==> src/rtl/rom_fetch_ctrl_if.sv <==
`timescale 1ns/1ps
// ROM-side bus between the fetch sequencer (master) and the 16-bit ROM interface (slave).
interface rom_fetch_ctrl_if;
  logic        o_rd_rom;
  logic        o_wr_rom;
  logic [6:0]  o_addr_rom;
  logic [7:0]  o_wordcnt_rom;
  logic        i_fifo_full_rom;
  logic        i_done_rom;
  logic [15:0] i_data_rom_16bits;

  modport master (
    output o_rd_rom, o_wr_rom, o_addr_rom, o_wordcnt_rom,
    input  i_fifo_full_rom, i_done_rom, i_data_rom_16bits
  );

  modport slave (
    input  o_rd_rom, o_wr_rom, o_addr_rom, o_wordcnt_rom,
    output i_fifo_full_rom, i_done_rom, i_data_rom_16bits
  );
endinterface

==> src/rtl/rom_fetch_ctrl.sv <==
`timescale 1ns/1ps
// Fetches WORDS consecutive ROM words and packs them (first word in MSBs) behind a valid/ack handshake.
// Define ROM_FETCH_TIMEOUT_EN to add a FETCH watchdog and the o_err pulse output.
module rom_fetch_ctrl #(
  parameter  int WORDS = 4,
  localparam int OUT_W = 16 * WORDS
) (
  input  logic              clk,
  input  logic              rst_n,
  input  logic              i_start,
  input  logic [6:0]        i_base_addr,
  rom_fetch_ctrl_if.master  rom,
  output logic [OUT_W-1:0]  o_data,
  output logic              o_valid,
  input  logic              i_ack,
  output logic              o_busy
`ifdef ROM_FETCH_TIMEOUT_EN
  ,
  output logic              o_err
`endif
);

  localparam int CNT_W = $clog2(WORDS + 1);

  typedef enum logic [1:0] {IDLE, PARK, FETCH, HOLD} state_t;

  state_t             state_q, state_d;
  logic [CNT_W-1:0]   cnt_q, cnt_d;
  logic [6:0]         base_q, base_d;
  logic [6:0]         addr_q, addr_d;
  logic [7:0]         wcnt_q, wcnt_d;
  logic               rd_q, rd_d;
  logic [OUT_W-1:0]   data_q, data_d;
  logic               valid_q, valid_d;
`ifdef ROM_FETCH_TIMEOUT_EN
  logic [3:0]         wd_q, wd_d;
  logic               err_q, err_d;
`endif

  // Drops the oldest word off the top; also covers WORDS == 1 where no bits survive.
  function automatic logic [OUT_W-1:0] shift_in(input logic [OUT_W-1:0] acc,
                                                 input logic [15:0]      word);
    logic [OUT_W+15:0] cat;
    cat = {acc, word};
    return cat[OUT_W-1:0];
  endfunction

  always_ff @(posedge clk or negedge rst_n) begin
    if (!rst_n) begin
      state_q <= IDLE;
      cnt_q   <= '0;
      base_q  <= '0;
      addr_q  <= '0;
      wcnt_q  <= '0;
      rd_q    <= 1'b0;
      data_q  <= '0;
      valid_q <= 1'b0;
`ifdef ROM_FETCH_TIMEOUT_EN
      wd_q    <= '0;
      err_q   <= 1'b0;
`endif
    end else begin
      state_q <= state_d;
      cnt_q   <= cnt_d;
      base_q  <= base_d;
      addr_q  <= addr_d;
      wcnt_q  <= wcnt_d;
      rd_q    <= rd_d;
      data_q  <= data_d;
      valid_q <= valid_d;
`ifdef ROM_FETCH_TIMEOUT_EN
      wd_q    <= wd_d;
      err_q   <= err_d;
`endif
    end
  end

  always_comb begin
    state_d = state_q;
    cnt_d   = cnt_q;
    base_d  = base_q;
    addr_d  = addr_q;
    wcnt_d  = wcnt_q;
    rd_d    = rd_q;
    data_d  = data_q;
    valid_d = valid_q;
`ifdef ROM_FETCH_TIMEOUT_EN
    wd_d    = wd_q;
    err_d   = 1'b0;
`endif

    unique case (state_q)
      IDLE: begin
        if (i_start) begin
          state_d = PARK;
          base_d  = i_base_addr;
          cnt_d   = CNT_W'(WORDS);
          // Parking on the complement guarantees the interface sees an address change.
          addr_d  = i_base_addr ^ 7'h7F;
          wcnt_d  = 8'(WORDS);
          rd_d    = 1'b1;
          data_d  = '0;
        end
      end

      PARK: begin
        addr_d  = base_q;
        state_d = FETCH;
`ifdef ROM_FETCH_TIMEOUT_EN
        wd_d    = '0;
`endif
      end

      FETCH: begin
        if (rom.i_fifo_full_rom) begin
          data_d = shift_in(data_q, rom.i_data_rom_16bits);
          addr_d = addr_q + 7'd1;
          wcnt_d = wcnt_q - 8'd1;
          cnt_d  = cnt_q - CNT_W'(1);
`ifdef ROM_FETCH_TIMEOUT_EN
          wd_d   = '0;
`endif
          if (cnt_q == CNT_W'(1)) begin
            state_d = HOLD;
            valid_d = 1'b1;
            rd_d    = 1'b0;
            wcnt_d  = '0;
          end
        end
`ifdef ROM_FETCH_TIMEOUT_EN
        else if (wd_q == 4'd14) begin
          // Watchdog reaches 15: abandon the fetch and drop the partial operand.
          state_d = IDLE;
          rd_d    = 1'b0;
          wcnt_d  = '0;
          cnt_d   = '0;
          data_d  = '0;
          err_d   = 1'b1;
        end else begin
          wd_d = wd_q + 4'd1;
        end
`endif
      end

      HOLD: begin
        if (i_ack) begin
          state_d = IDLE;
          valid_d = 1'b0;
        end
      end

      default: state_d = IDLE;
    endcase
  end

  assign rom.o_rd_rom      = rd_q;
  assign rom.o_wr_rom      = 1'b0;
  assign rom.o_addr_rom    = addr_q;
  assign rom.o_wordcnt_rom = wcnt_q;
  assign o_data            = data_q;
  assign o_valid           = valid_q;
  assign o_busy            = (state_q == PARK) || (state_q == FETCH);
`ifdef ROM_FETCH_TIMEOUT_EN
  assign o_err             = err_q;
`endif

  // i_done_rom carries no control; it only has to agree with the word count.
  property p_done_on_last;
    @(posedge clk) disable iff (!rst_n)
      (state_q == FETCH && rom.i_fifo_full_rom && cnt_q == CNT_W'(1)) |-> rom.i_done_rom;
  endproperty
  a_done_on_last: assert property (p_done_on_last);

endmodule
==> src/flat_wrapper.sv <==
// flat-port wrapper written by rule: the top's interface ports become plain ports
module rom_fetch_ctrl_flat 
#(
  parameter  int WORDS = 4,
  localparam int OUT_W = 16 * WORDS
)
  (clk, rst_n, i_start, i_base_addr, o_data, o_valid, i_ack, o_busy, rom_o_rd_rom, rom_o_wr_rom, rom_o_addr_rom, rom_o_wordcnt_rom, rom_i_fifo_full_rom, rom_i_done_rom, rom_i_data_rom_16bits);
  rom_fetch_ctrl_if rom_i ();
  input  logic clk;
  input  logic rst_n;
  input  logic i_start;
  input  logic [6:0] i_base_addr;
  output logic [OUT_W-1:0] o_data;
  output logic o_valid;
  input  logic i_ack;
  output logic o_busy;
  output wire logic [$bits(rom_i.o_rd_rom)-1:0] rom_o_rd_rom;
  output wire logic [$bits(rom_i.o_wr_rom)-1:0] rom_o_wr_rom;
  output wire logic [$bits(rom_i.o_addr_rom)-1:0] rom_o_addr_rom;
  output wire logic [$bits(rom_i.o_wordcnt_rom)-1:0] rom_o_wordcnt_rom;
  input wire logic [$bits(rom_i.i_fifo_full_rom)-1:0] rom_i_fifo_full_rom;
  input wire logic [$bits(rom_i.i_done_rom)-1:0] rom_i_done_rom;
  input wire logic [$bits(rom_i.i_data_rom_16bits)-1:0] rom_i_data_rom_16bits;
  assign rom_o_rd_rom = rom_i.o_rd_rom;
  assign rom_o_wr_rom = rom_i.o_wr_rom;
  assign rom_o_addr_rom = rom_i.o_addr_rom;
  assign rom_o_wordcnt_rom = rom_i.o_wordcnt_rom;
  assign rom_i.i_fifo_full_rom = rom_i_fifo_full_rom;
  assign rom_i.i_done_rom = rom_i_done_rom;
  assign rom_i.i_data_rom_16bits = rom_i_data_rom_16bits;
  rom_fetch_ctrl #(.WORDS(WORDS)) u_core (.clk(clk), .rst_n(rst_n), .i_start(i_start), .i_base_addr(i_base_addr), .rom(rom_i), .o_data(o_data), .o_valid(o_valid), .i_ack(i_ack), .o_busy(o_busy));
endmodule
==> config.mk <==
export PLATFORM = sky130hd
export DESIGN_NAME = rom_fetch_ctrl_flat
export DESIGN_NICKNAME = d
export VERILOG_FILES = /design/src/rtl/rom_fetch_ctrl_if.sv /design/src/rtl/rom_fetch_ctrl.sv /design/src/flat_wrapper.sv
export SDC_FILE = /design/constraint.sdc
export NUM_CORES = 1
export LEC_CHECK = 0
export BUFFER_PORTS_ARGS = -buffer_cell sky130_fd_sc_hd__buf_2
export CORE_MARGIN = 1.5
export CORE_UTILIZATION = 52
export CTS_BUF_LIST = sky130_fd_sc_hd__clkbuf_4
export DETAILED_ROUTE_END_ITERATION = 10
export PLACE_DENSITY = 0.83
export RECOVER_POWER = 50
export SKIP_LAST_GASP = 1
export SYNTH_ARGS = -nofsm -noshare
export SYNTH_HDL_FRONTEND = slang
export SYNTH_SLANG_ARGS = --single-unit
==> constraint.sdc <==
create_clock -name clk -period 2.9 [get_ports clk]
set_input_delay 0.145 -clock clk [delete_from_list [all_inputs] [get_ports clk]]
set_output_delay 0.145 -clock clk [all_outputs]
set_load 0.02 [all_outputs]
==> flow_metrics.py, run 1 <==
metrics = {
    "timing": {
        "min_period_ns": 2.52,
        "tightestPinTransition_ns": 1.22,
        "setup_tns_ns": 0,
        "rsz0062_at_grt": "false",
        "drv_slew": 0,
        "fmax_ghz": 0.398,
        "fin_worst_hold_slack_ns": 0.0710,
        "timing.final.crit_share": 0.867,
        "fin_skew_ns": 0.00932,
        "setup_viol": 0,
        "slew_headroom": 0.185,
        "hold_viol_final": 0,
    },
    "route": {
        "highest_layer": "met4",
        "route.met3.wl_um": 513,
        "met1_length_mm": 3.95,
        "drtPass1Iterations": 4,
        "drt_iter0_markers": 186,
        "vias": 3100,
        "wl_met2_mm": 4.35,
        "vias_per_cell": 5.71,
        "drt-total-wl_mm": 9.02,
        "drc": 0,
        "antenna_left": 0,
        "wire_per_inst_um": 16.6,
    },
    "worst_setup_path": {
        "cpMaxStageDelayCell": "ha_1",
        "startpoint_type": "register",
        "crit_type": "reg -> reg",
        "r2r-end": "u_core.rom.o_addr_rom[6]$_DFFE_PN0P_",
        "path_delay_family": "adder cells",
        "worst-path-buf-inv": 2,
        "worstPathArrival_ns": 2.86,
        "end_kind": "register",
        "rr_startpoint": "u_core.state_q[0]$_DFFE_PN0P_",
        "cp_cell_sequence": "inv_1, ha_1, clkinv_1, nor4_1, o32ai_1, o21ai_0",
        "required_ns": 3.24,
        "reg2regPathDepth": 6,
        "crit_path_max_fanout": 19,
        "cpPeakStageDelay_ns": 0.67,
        "reg2reg_slack_ns": 0.38,
    },
    "cts": {
        "max-clock-path-buffers": 2,
        "h-tree-depth": 3,
        "clk_pin_slew_ns": 0.14,
        "cts_tree": "done",
        "clockRootBuffer": "clkbuf_4",
        "postCtsSetupRepairBufs": 0,
        "ctsResizeCount": 0,
        "clkSinkCount": 93,
        "numCtsBuffers": 9,
        "clock_latency_ns": 0.43,
        "ctsHoldBuffers": 24,
    },
    "place": {
        "gp_congestion": 0.841,
        "port_buffers": 109,
        "place_hpwl_mm": 5.81,
    },
    "logic_synthesis": {
        "synth_nets": 353,
        "yosys_warnings": 0,
        "postSynthCellCount": 314,
        "async_flop_share": 1.00,
        "avgSynthCellArea_um2": 12.6,
        "yosysSeqAreaShare": 0.590,
        "synth_flop_cell": "dfrtp_1",
        "synth-edff-count": 0,
        "synth.ff_latch_count": 93,
        "syn_area_um2": 3940,
        "ys_types": 42,
    },
    "die": {
        "core_area_um2": 7290,
        "initial_core_util": 0.540,
        "placementRows": 31,
        "die_area_um2": 8110,
        "die_w_um": 90.1,
        "ioPinCount": 112,
        "dieHeight_um": 90.1,
    },
    "global_route": {
        "grt_max_degree": 65,
        "track_usage": 0.231,
        "grt_pass1_vias": 2940,
        "grt_pass1_wl_mm": 15.0,
        "overflow": 0,
        "antenna_found_initial": 0,
    },
    "power_and_ir_drop": {
        "p_leak_uw": 0.00237,
        "ir_drop_uv": 810,
        "power_density_nw_per_um2": 1110,
    },
    "final_layout": {
        "fillers": 604,
        "layout-drive-gt1-share": 0.209,
        "ff_latch_area_um2": 2330,
        "area_delta_synth_final_pct": 22.3,
        "fin_nets": 478,
        "multiInputGateArea_um2": 1400,
        "antenna_cells": 0,
    },
    "status": {
        "status": "finished clean",
    },
    "job": {
        "timing.max_cap.violations": 0,
    },
    "min_path": {
        "hold_end": "u_core.cnt_q[0]$_DFFE_PN0P_",
        "hold_class": "in -> reg",
        "hp-start": "rom_i_fifo_full_rom",
        "min_path_cells": 3,
    },
}
## area by class of cell
class,instances,area share
multi-input cells,188,0.290
well taps,99,0.0257
flip-flops and latches,93,0.483
repair buffers,136,0.158
clock buffers,9,0.0140
clock inverters,7,0.0200
inverters,11,0.00857
## metal layers
metal,track usage,vias up
li1,-,1423
met1,0.315,1553
met2,0.364,107
met3,0.0482,17
met4,0.0952,0
met5,0,-
## metrics by stage
stage / total power [µW] / worst slack (ns) / instance area, µm² / utilization / std cells
after floorplan: 3890 / 1.11 / 3940 / - / 314
after global placement: 4460 / 0.562 / 4470 / 0.614 / 503
after detailed placement: 4560 / 0.450 / 4470 / 0.614 / 503
after CTS: 5370 / 0.408 / 4880 / 0.669 / 543
after global routing: 5690 / 0.114 / 4820 / 0.661 / 543
final: 5320 / 0.385 / 4820 / 0.661 / 543
## worst reg2reg max path, cell delays in order (launching register included)
cell	delay [ns]
dfrtp_1	0.47
inv_1	0.13
ha_1	0.67
clkinv_1	0.49
nor4_1	0.38
o32ai_1	0.12
o21ai_0	0.17
## cells in the final DEF (no fill, tap or decap), types with 3 or more instances in the layout
| master | count |
|---|---|
| dfrtp_1 | 93 |
| buf_2 | 67 |
| a22o_1 | 65 |
| clkbuf_1 | 42 |
| dlygate4sd3_1 | 24 |
| nand2_1 | 22 |
| o21ai_0 | 18 |
| ha_1 | 10 |
| inv_1 | 9 |
| clkbuf_4 | 9 |
| a21oi_1 | 7 |
| mux2_2 | 5 |
| nor2_1 | 5 |
| nand2b_1 | 4 |
| nor3_1 | 4 |
| nor2b_1 | 4 |
| nand3_1 | 4 |
| clkinv_1 | 3 |
| o21ai_1 | 3 |
| o41ai_1 | 3 |
| nor4_1 | 3 |
| a221oi_1 | 3 |
## flip-flops by register name, indices dropped and copies added, names as in the netlist
signal,flops
u_core.o_valid,1
u_core.state_q,2
u_core.rom.o_addr_rom,7
u_core.rom.o_wordcnt_rom,8
u_core.base_q,7
u_core.rom.o_rd_rom,1
u_core.cnt_q,3
u_core.o_data,64
## synth_stat cells (3+ instances only)
library cell / number / share of area
dfrtp_1: 93 / 0.59
a22o_1: 65 / 0.14
nand2_1: 22 / 0.021
o21ai_0: 18 / 0.023
ha_1: 10 / 0.032
inv_1: 9 / 0.0086
buf_6: 8 / 0.023
a21oi_1: 7 / 0.0089
buf_2: 7 / 0.0089
buf_4: 6 / 0.011
mux2_2: 5 / 0.014
nor2_1: 5 / 0.0048
nand2b_1: 4 / 0.0063
nand3_1: 4 / 0.0051
nor2b_1: 4 / 0.0063
nor3_1: 4 / 0.0051
a221oi_1: 3 / 0.0067
nor4_1: 3 / 0.0048
o21ai_1: 3 / 0.0038
o41ai_1: 3 / 0.0067
## kinds of logic (layout without fill, tap and decap cells)
group,Yosys count,count (layout),share of synthesized area
AO/OA/AOI/OAI,113,113,0.227
XOR/XNOR,4,4,0.00889
adder cells (fa/ha/maj),10,10,0.0317
buffers and inverters,33,163,0.0546
flip-flops,93,93,0.590
multiplexers,6,6,0.0168
other,1,1,0.000951
AND/OR/NAND/NOR,54,54,0.0695
## power breakdown
part / switching, µW / total [µW] / internal, µW
Sequential: 383 / 2100 / 1720
Combinational: 1560 / 2430 / 876
Clock: 437 / 790 / 353
Total: 2380 / 5320 / 2950
## worst max path at each step
| stage | start | to | slack (ns) | cells past startpoint |
|---|---|---|---|---|
| floorplan | u_core.state_q[0]$_DFFE_PN0P_ | u_core.rom.o_addr_rom[2]$_DFFE_PN0P_ | 1.11 | 5 |
| global placement | u_core.state_q[0]$_DFFE_PN0P_ | u_core.rom.o_addr_rom[6]$_DFFE_PN0P_ | 0.56 | 6 |
| detailed placement | u_core.state_q[0]$_DFFE_PN0P_ | u_core.rom.o_addr_rom[6]$_DFFE_PN0P_ | 0.45 | 6 |
| CTS | u_core.state_q[0]$_DFFE_PN0P_ | u_core.rom.o_addr_rom[6]$_DFFE_PN0P_ | 0.41 | 6 |
| global route | u_core.state_q[0]$_DFFE_PN0P_ | u_core.rom.o_addr_rom[6]$_DFFE_PN0P_ | 0.11 | 6 |
| finish | u_core.state_q[0]$_DFFE_PN0P_ | u_core.rom.o_addr_rom[6]$_DFFE_PN0P_ | 0.38 | 6 |
No activity file was read; power rests on OpenSTA's default activity.
==> inputs of run 2 (changes only) <==
CELL_PAD_IN_SITES_DETAIL_PLACEMENT = 1   (was default)
CELL_PAD_IN_SITES_GLOBAL_PLACEMENT = 2   (was default)
CORE_UTILIZATION = 37   (was 52)
MAX_ROUTING_LAYER = met4   (was default)
PLACE_DENSITY = 0.89   (was 0.83)
==> run 2 against run 1 <==
Compared with the run above:
- critical path type is now in -> async
- global-route usage is 4.2 points lower
- largest power group unchanged
- critical path depth down 3
- first-iteration DRC count down 33%
- clock skew grew 0.014 ns
- combinational power is 3% higher
- via count is 0.19% higher
- register-to-register slack improved by 0.27 ns
- final cell count up 7.4%
- clock power decreased by 14%
- critical endpoint is now u_core.base_q[2]$_DFFE_PN0P_
==> flow_metrics.py, run 2 (synthesis results as in run 1) <==
metrics = {
    "route": {
        "drt-total-wl_mm": 9.97,
        "drt_iter0_markers": 125,
        "wire_per_inst_um": 17.1,
        "drc": 0,
        "vias": 3106,
        "antenna_left": 0,
        "drtPass1Iterations": 6,
        "vias_per_cell": 5.33,
    },
    "final_layout": {
        "largest_reg_flops": 64,
        "layout_commonest_cell": "dfrtp_1",
        "multiInputGateArea_um2": 1400,
        "area_delta_synth_final_pct": 23.5,
        "fin_nets": 481,
        "final_cell_mix": "93 x dfrtp_1, 67 x buf_2, 65 x a22o_1",
        "fin_cells": 583,
        "ff_latch_area_um2": 2330,
        "layout-drive-gt1-share": 0.210,
        "antenna_cells": 0,
        "fillers": 1161,
    },
    "place": {
        "place_hpwl_mm": 6.62,
        "gp_congestion": 0.790,
        "dp_cells": 542,
        "port_buffers": 109,
    },
    "power_and_ir_drop": {
        "finalPower_uw": 5280,
        "power_density_nw_per_um2": 1090,
        "p_leak_uw": 0.00237,
        "sequentialPowerShare": 0.396,
        "p_int_uw": 2820,
        "p_switching_uw": 2470,
        "swShare": 0.467,
        "power.clock.fraction": 0.129,
        "pwr-share-comb": 0.475,
        "ir_drop_uv": 598,
    },
    "timing": {
        "tightestPinTransition_ns": 1.29,
        "fmax_ghz": 0.443,
        "slew_headroom": 0.140,
        "setup_tns_ns": 0,
        "timing.final.crit_share": 0.778,
        "setup_viol": 0,
        "rsz0062_at_grt": "false",
        "hold_viol_final": 0,
        "min_period_ns": 2.26,
        "fin_skew_ns": 0.0230,
        "drv_slew": 0,
    },
    "die": {
        "ioPinCount": 112,
        "die_area_um2": 11300,
        "placementRows": 37,
        "core_area_um2": 10300,
        "initial_core_util": 0.382,
        "die_w_um": 106,
        "dieHeight_um": 106,
    },
    "worst_setup_path": {
        "startpoint": "rst_n",
        "crit_type": "in -> async",
        "crit_path_max_fanout": 50,
        "worstPathArrival_ns": 2.64,
        "rr_startpoint": "u_core.state_q[0]$_DFFE_PN0P_",
        "required_ns": 3.28,
        "startpoint_type": "input pin",
        "end_kind": "asynchronous set/reset pin",
    },
    "cts": {
        "clkSinkCount": 93,
        "clockRootBuffer": "clkbuf_4",
        "ctsHoldBuffers": 25,
        "clock_latency_ns": 0.45,
        "numCtsBuffers": 9,
        "cts_tree": "done",
        "postCtsSetupRepairBufs": 0,
        "h-tree-depth": 3,
        "clk_pin_slew_ns": 0.16,
        "max-clock-path-buffers": 2,
        "ctsResizeCount": 0,
    },
    "global_route": {
        "grt_pass1_wl_mm": 16.4,
        "antenna_found_initial": 0,
        "grt_pass1_vias": 3166,
        "overflow": 0,
        "grt_max_degree": 64,
        "track_usage": 0.190,
    },
    "status": {
        "status": "finished clean",
    },
    "min_path": {
        "hp-start": "i_ack",
        "hold_class": "in -> reg",
    },
    "job": {
        "timing.max_cap.violations": 0,
    },
}
-- run 2: routing by layer --
metal / track usage / part of all wire / up-vias
li1: - / - / 1423
met1: 0.258 / 0.47 / 1582
met2: 0.289 / 0.47 / 86
met3: 0.0319 / 0.041 / 15
met4: 0.0637 / 0.016 / 0
met5: - / 0 / -
-- run 2: layout make-up --
cell class / count / area share
clock inverters: 7 / 0.0126
flip-flops and latches: 93 / 0.478
clock buffers: 9 / 0.0139
repair buffers: 139 / 0.164
well taps: 136 / 0.0350
inverters: 11 / 0.00849
multi-input cells: 188 / 0.287
-- run 2: power by group through the flow --
stage	combinational, µW	clock (µW)	sequential, µW
3_3_place_gp	2450	0	2090
6_report	2510	681	2090
4_1_cts	2570	712	2090
3_5_place_dp	2540	0	2120
5_1_grt	2760	767	2160
2_1_floorplan	1440	0	2450
-- run 2: critical path: stages --
cell and delay (ns):
dlygate4sd3_1 0.53, clkbuf_2 0.91, clkbuf_1 1.02
-- run 2: worst paths after layout --
check | endpoint | slack (ns) | cells past startpoint
worst max-delay path | u_core.base_q[2]$_DFFE_PN0P_ | 0.64 | 3
worst min-delay path | u_core.o_valid$_DFFE_PN0P_ | 0.16 | 4
worst max register to register | u_core.rom.o_addr_rom[5]$_DFFE_PN0P_ | 0.65 | 6
worst min register to register | u_core.rom.o_wordcnt_rom[7]$_DFFE_PN0P_ | 0.49 | 1
max in group clk | u_core.rom.o_addr_rom[5]$_DFFE_PN0P_ | 0.65 | 6
min in group asynchronous | u_core.o_data[40]$_DFFE_PN0P_ | 0.47 | 2
-- run 2: metrics by stage --
| step | setup WS [ns] | hold WS [ns] | instance area (µm²) | utilization |
|---|---|---|---|---|
| global placement | 0.713 | 0.200 | 4550 | 0.441 |
| finish | 0.643 | 0.160 | 4870 | 0.471 |
| detailed placement | 0.663 | 0.212 | 4550 | 0.441 |
| global route | 0.218 | 0.182 | 4870 | 0.471 |
| floorplan | 1.11 | -0.151 | 3940 | - |
| CTS | 0.641 | 0.143 | 4930 | 0.477 |
==> inputs of run 3 (changes only) <==
CORE_UTILIZATION = 35   (was 37)
PLACE_DENSITY = 0.85   (was 0.89)
clock period = 2.3 ns   (was 2.9 ns; I/O delays follow)
==> run 3 against run 2 <==
Compared with the run above:
- clock skew down 0.0033 ns
- flip-flop and latch count is the same
- final cell count is 1.7% higher
- sequential share of layout area decreased by 0.88 points
- worst setup slack worse by 0.51 ns
- critical path type is now reg -> reg
- first-iteration DRC count decreased by 3.2%
- the flow now finishes with violations (max-capacitance violations, max-slew violations)
- largest power group unchanged
- die area is 5.5% higher
==> flow_metrics.py, run 3 (synthesis results as in run 1) <==
metrics = {
    "timing": {
        "timing.final.crit_share": 0.942,
        "setup_tns_ns": 0,
        "hold_viol_final": 0,
        "fmax_ghz": 0.461,
        "fin_skew_ns": 0.0196,
        "slew_headroom": -0.172,
        "tightestPinTransition_ns": 1.76,
        "setup_viol": 0,
        "drv_slew": 72,
        "rsz0062_at_grt": "true",
        "worst_slack_ns": 0.133,
        "min_period_ns": 2.17,
    },
    "final_layout": {
        "fillers": 1207,
        "layout_commonest_cell": "dfrtp_1",
        "layout-drive-gt1-share": 0.277,
        "area_delta_synth_final_pct": 25.8,
        "final_cell_mix": "93 x dfrtp_1, 90 x buf_2, 65 x a22o_1",
        "largest_reg_flops": 64,
        "fin_nets": 486,
        "stdcell_area_um2": 4960,
    },
    "route": {
        "antenna_left": 0,
        "vias_per_cell": 5.23,
        "drt-total-wl_mm": 9.95,
        "vias": 3101,
        "drt_iter0_markers": 121,
        "drtPass1Iterations": 4,
        "drc": 0,
        "wire_per_inst_um": 16.8,
    },
    "power_and_ir_drop": {
        "power_density_nw_per_um2": 1380,
        "p_leak_uw": 0.00251,
        "ir_drop_uv": 580,
    },
    "place": {
        "gp_congestion": 0.769,
        "dp_slack_ns": 0.134,
        "placed_area_um2": 4590,
        "port_buffers": 109,
        "place_hpwl_mm": 6.74,
    },
    "worst_setup_path": {
        "cp_cell_sequence": "inv_1, ha_1, nand2b_1, and3_4, a22o_1",
        "cpPeakStageDelay_ns": 0.69,
        "worstPathArrival_ns": 2.55,
        "crit_path_max_fanout": 64,
        "end_kind": "register",
        "cpMaxStageDelayCell": "and3_4",
        "path_delay_family": "simple AND/OR/NAND/NOR gates",
        "required_ns": 2.68,
        "startpoint_type": "register",
        "crit_type": "reg -> reg",
        "worst-path-buf-inv": 1,
    },
    "global_route": {
        "overflow": 0,
        "grt_pass1_vias": 3130,
        "track_usage": 0.177,
        "grt_max_degree": 72,
        "grt_pass1_wl_mm": 15.7,
        "antenna_found_initial": 1,
    },
    "cts": {
        "ctsResizeCount": 0,
        "clk_pin_slew_ns": 0.13,
        "clockRootBuffer": "clkbuf_4",
        "clkSinkCount": 93,
        "postCtsSetupRepairBufs": 0,
        "clock_latency_ns": 0.45,
        "cts_tree": "done",
        "numCtsBuffers": 9,
        "h-tree-depth": 3,
        "max-clock-path-buffers": 2,
    },
    "status": {
        "violations": "max-capacitance violations, max-slew violations",
        "status": "complete, but fails checks",
    },
    "die": {
        "dieHeight_um": 109,
        "core_area_um2": 10900,
        "die_area_um2": 11900,
        "die_w_um": 109,
        "ioPinCount": 112,
        "placementRows": 38,
        "initial_core_util": 0.362,
    },
    "job": {
        "timing.max_cap.violations": 1,
    },
    "min_path": {
        "hold_class": "in -> reg",
    },
}
-- run 3: changes by cell type in the layout (fill, tap and decap cells not counted), sizes merged --
| cell | change |
|---|---|
| diode | +1 |
| clkbuf | -22 |
| inv | -3 |
| bufinv | +1 |
| clkinvlp | +1 |
| buf | +28 |
-- run 3: layout make-up --
class                      count  area [µm²]  area share
sequential                    93        2330       0.469
tap                          140         175      0.0353
antenna                        1        2.50    0.000505
clock buffer                  10        75.1      0.0151
clock inverter                 6        68.8      0.0139
multi-input combinational    188        1400       0.282
inverter                      11        41.3     0.00833
timing repair buffer         144         868       0.175
-- run 3: tightest hold or removal path: stages --
cell and delay [ns]:
buf_2 0.10, nor2b_1 0.11, a21oi_1 0.08, a21oi_1 0.15
-- run 3: routing by layer --
layer / global-route usage / routed length [µm] / vias up
met5: - / 0 / -
met4: 0.0789 / 187 / 0
li1: - / - / 1428
met1: 0.224 / 4560 / 1571
met2: 0.273 / 4690 / 85
met3: 0.0353 / 511 / 17
-- run 3: path summary, 6_finish.rpt --
| check | start | endpoint | slack (ns) | cells after the start |
|---|---|---|---|---|
| max | u_core.state_q[0]$_DFFE_PN0P_ | u_core.o_data[20]$_DFFE_PN0P_ | 0.13 | 5 |
| min | i_ack | u_core.o_valid$_DFFE_PN0P_ | 0.15 | 4 |
| max reg2reg | u_core.state_q[0]$_DFFE_PN0P_ | u_core.o_data[20]$_DFFE_PN0P_ | 0.13 | 5 |
| min reg2reg | u_core.rom.o_wordcnt_rom[7]$_DFFE_PN0P_ | u_core.rom.o_wordcnt_rom[7]$_DFFE_PN0P_ | 0.50 | 1 |
| max in group asynchronous | rst_n | u_core.rom.o_wordcnt_rom[4]$_DFFE_PN0P_ | 0.43 | 3 |
| min in group asynchronous | rst_n | u_core.o_data[59]$_DFFE_PN0P_ | 0.66 | 2 |
-- run 3: power breakdown --
part           total [µW]  leakage, µW  switching (µW)  internal (µW)
clock network         923    0.0000774             571            352
logic                3300      0.00119            2030           1270
registers            2640      0.00124             471           2170
-- run 3: timing repair --
action	4_1_cts	5_1_grt
hold buffers	25	0
endpoints found under the hold margin	99	0
endpoints found under the setup margin	0	46
-- run 3: per-stage QoR --
step	total power (µW)	std cells	hold WS [ns]	util
after CTS	6970	592	0.111	0.458
after global routing	7390	593	0.156	0.455
after detailed placement	6000	551	0.297	0.422
after floorplan	4900	314	-0.181	-
after global placement	5870	551	0.289	0.422
final	6860	593	0.152	0.455
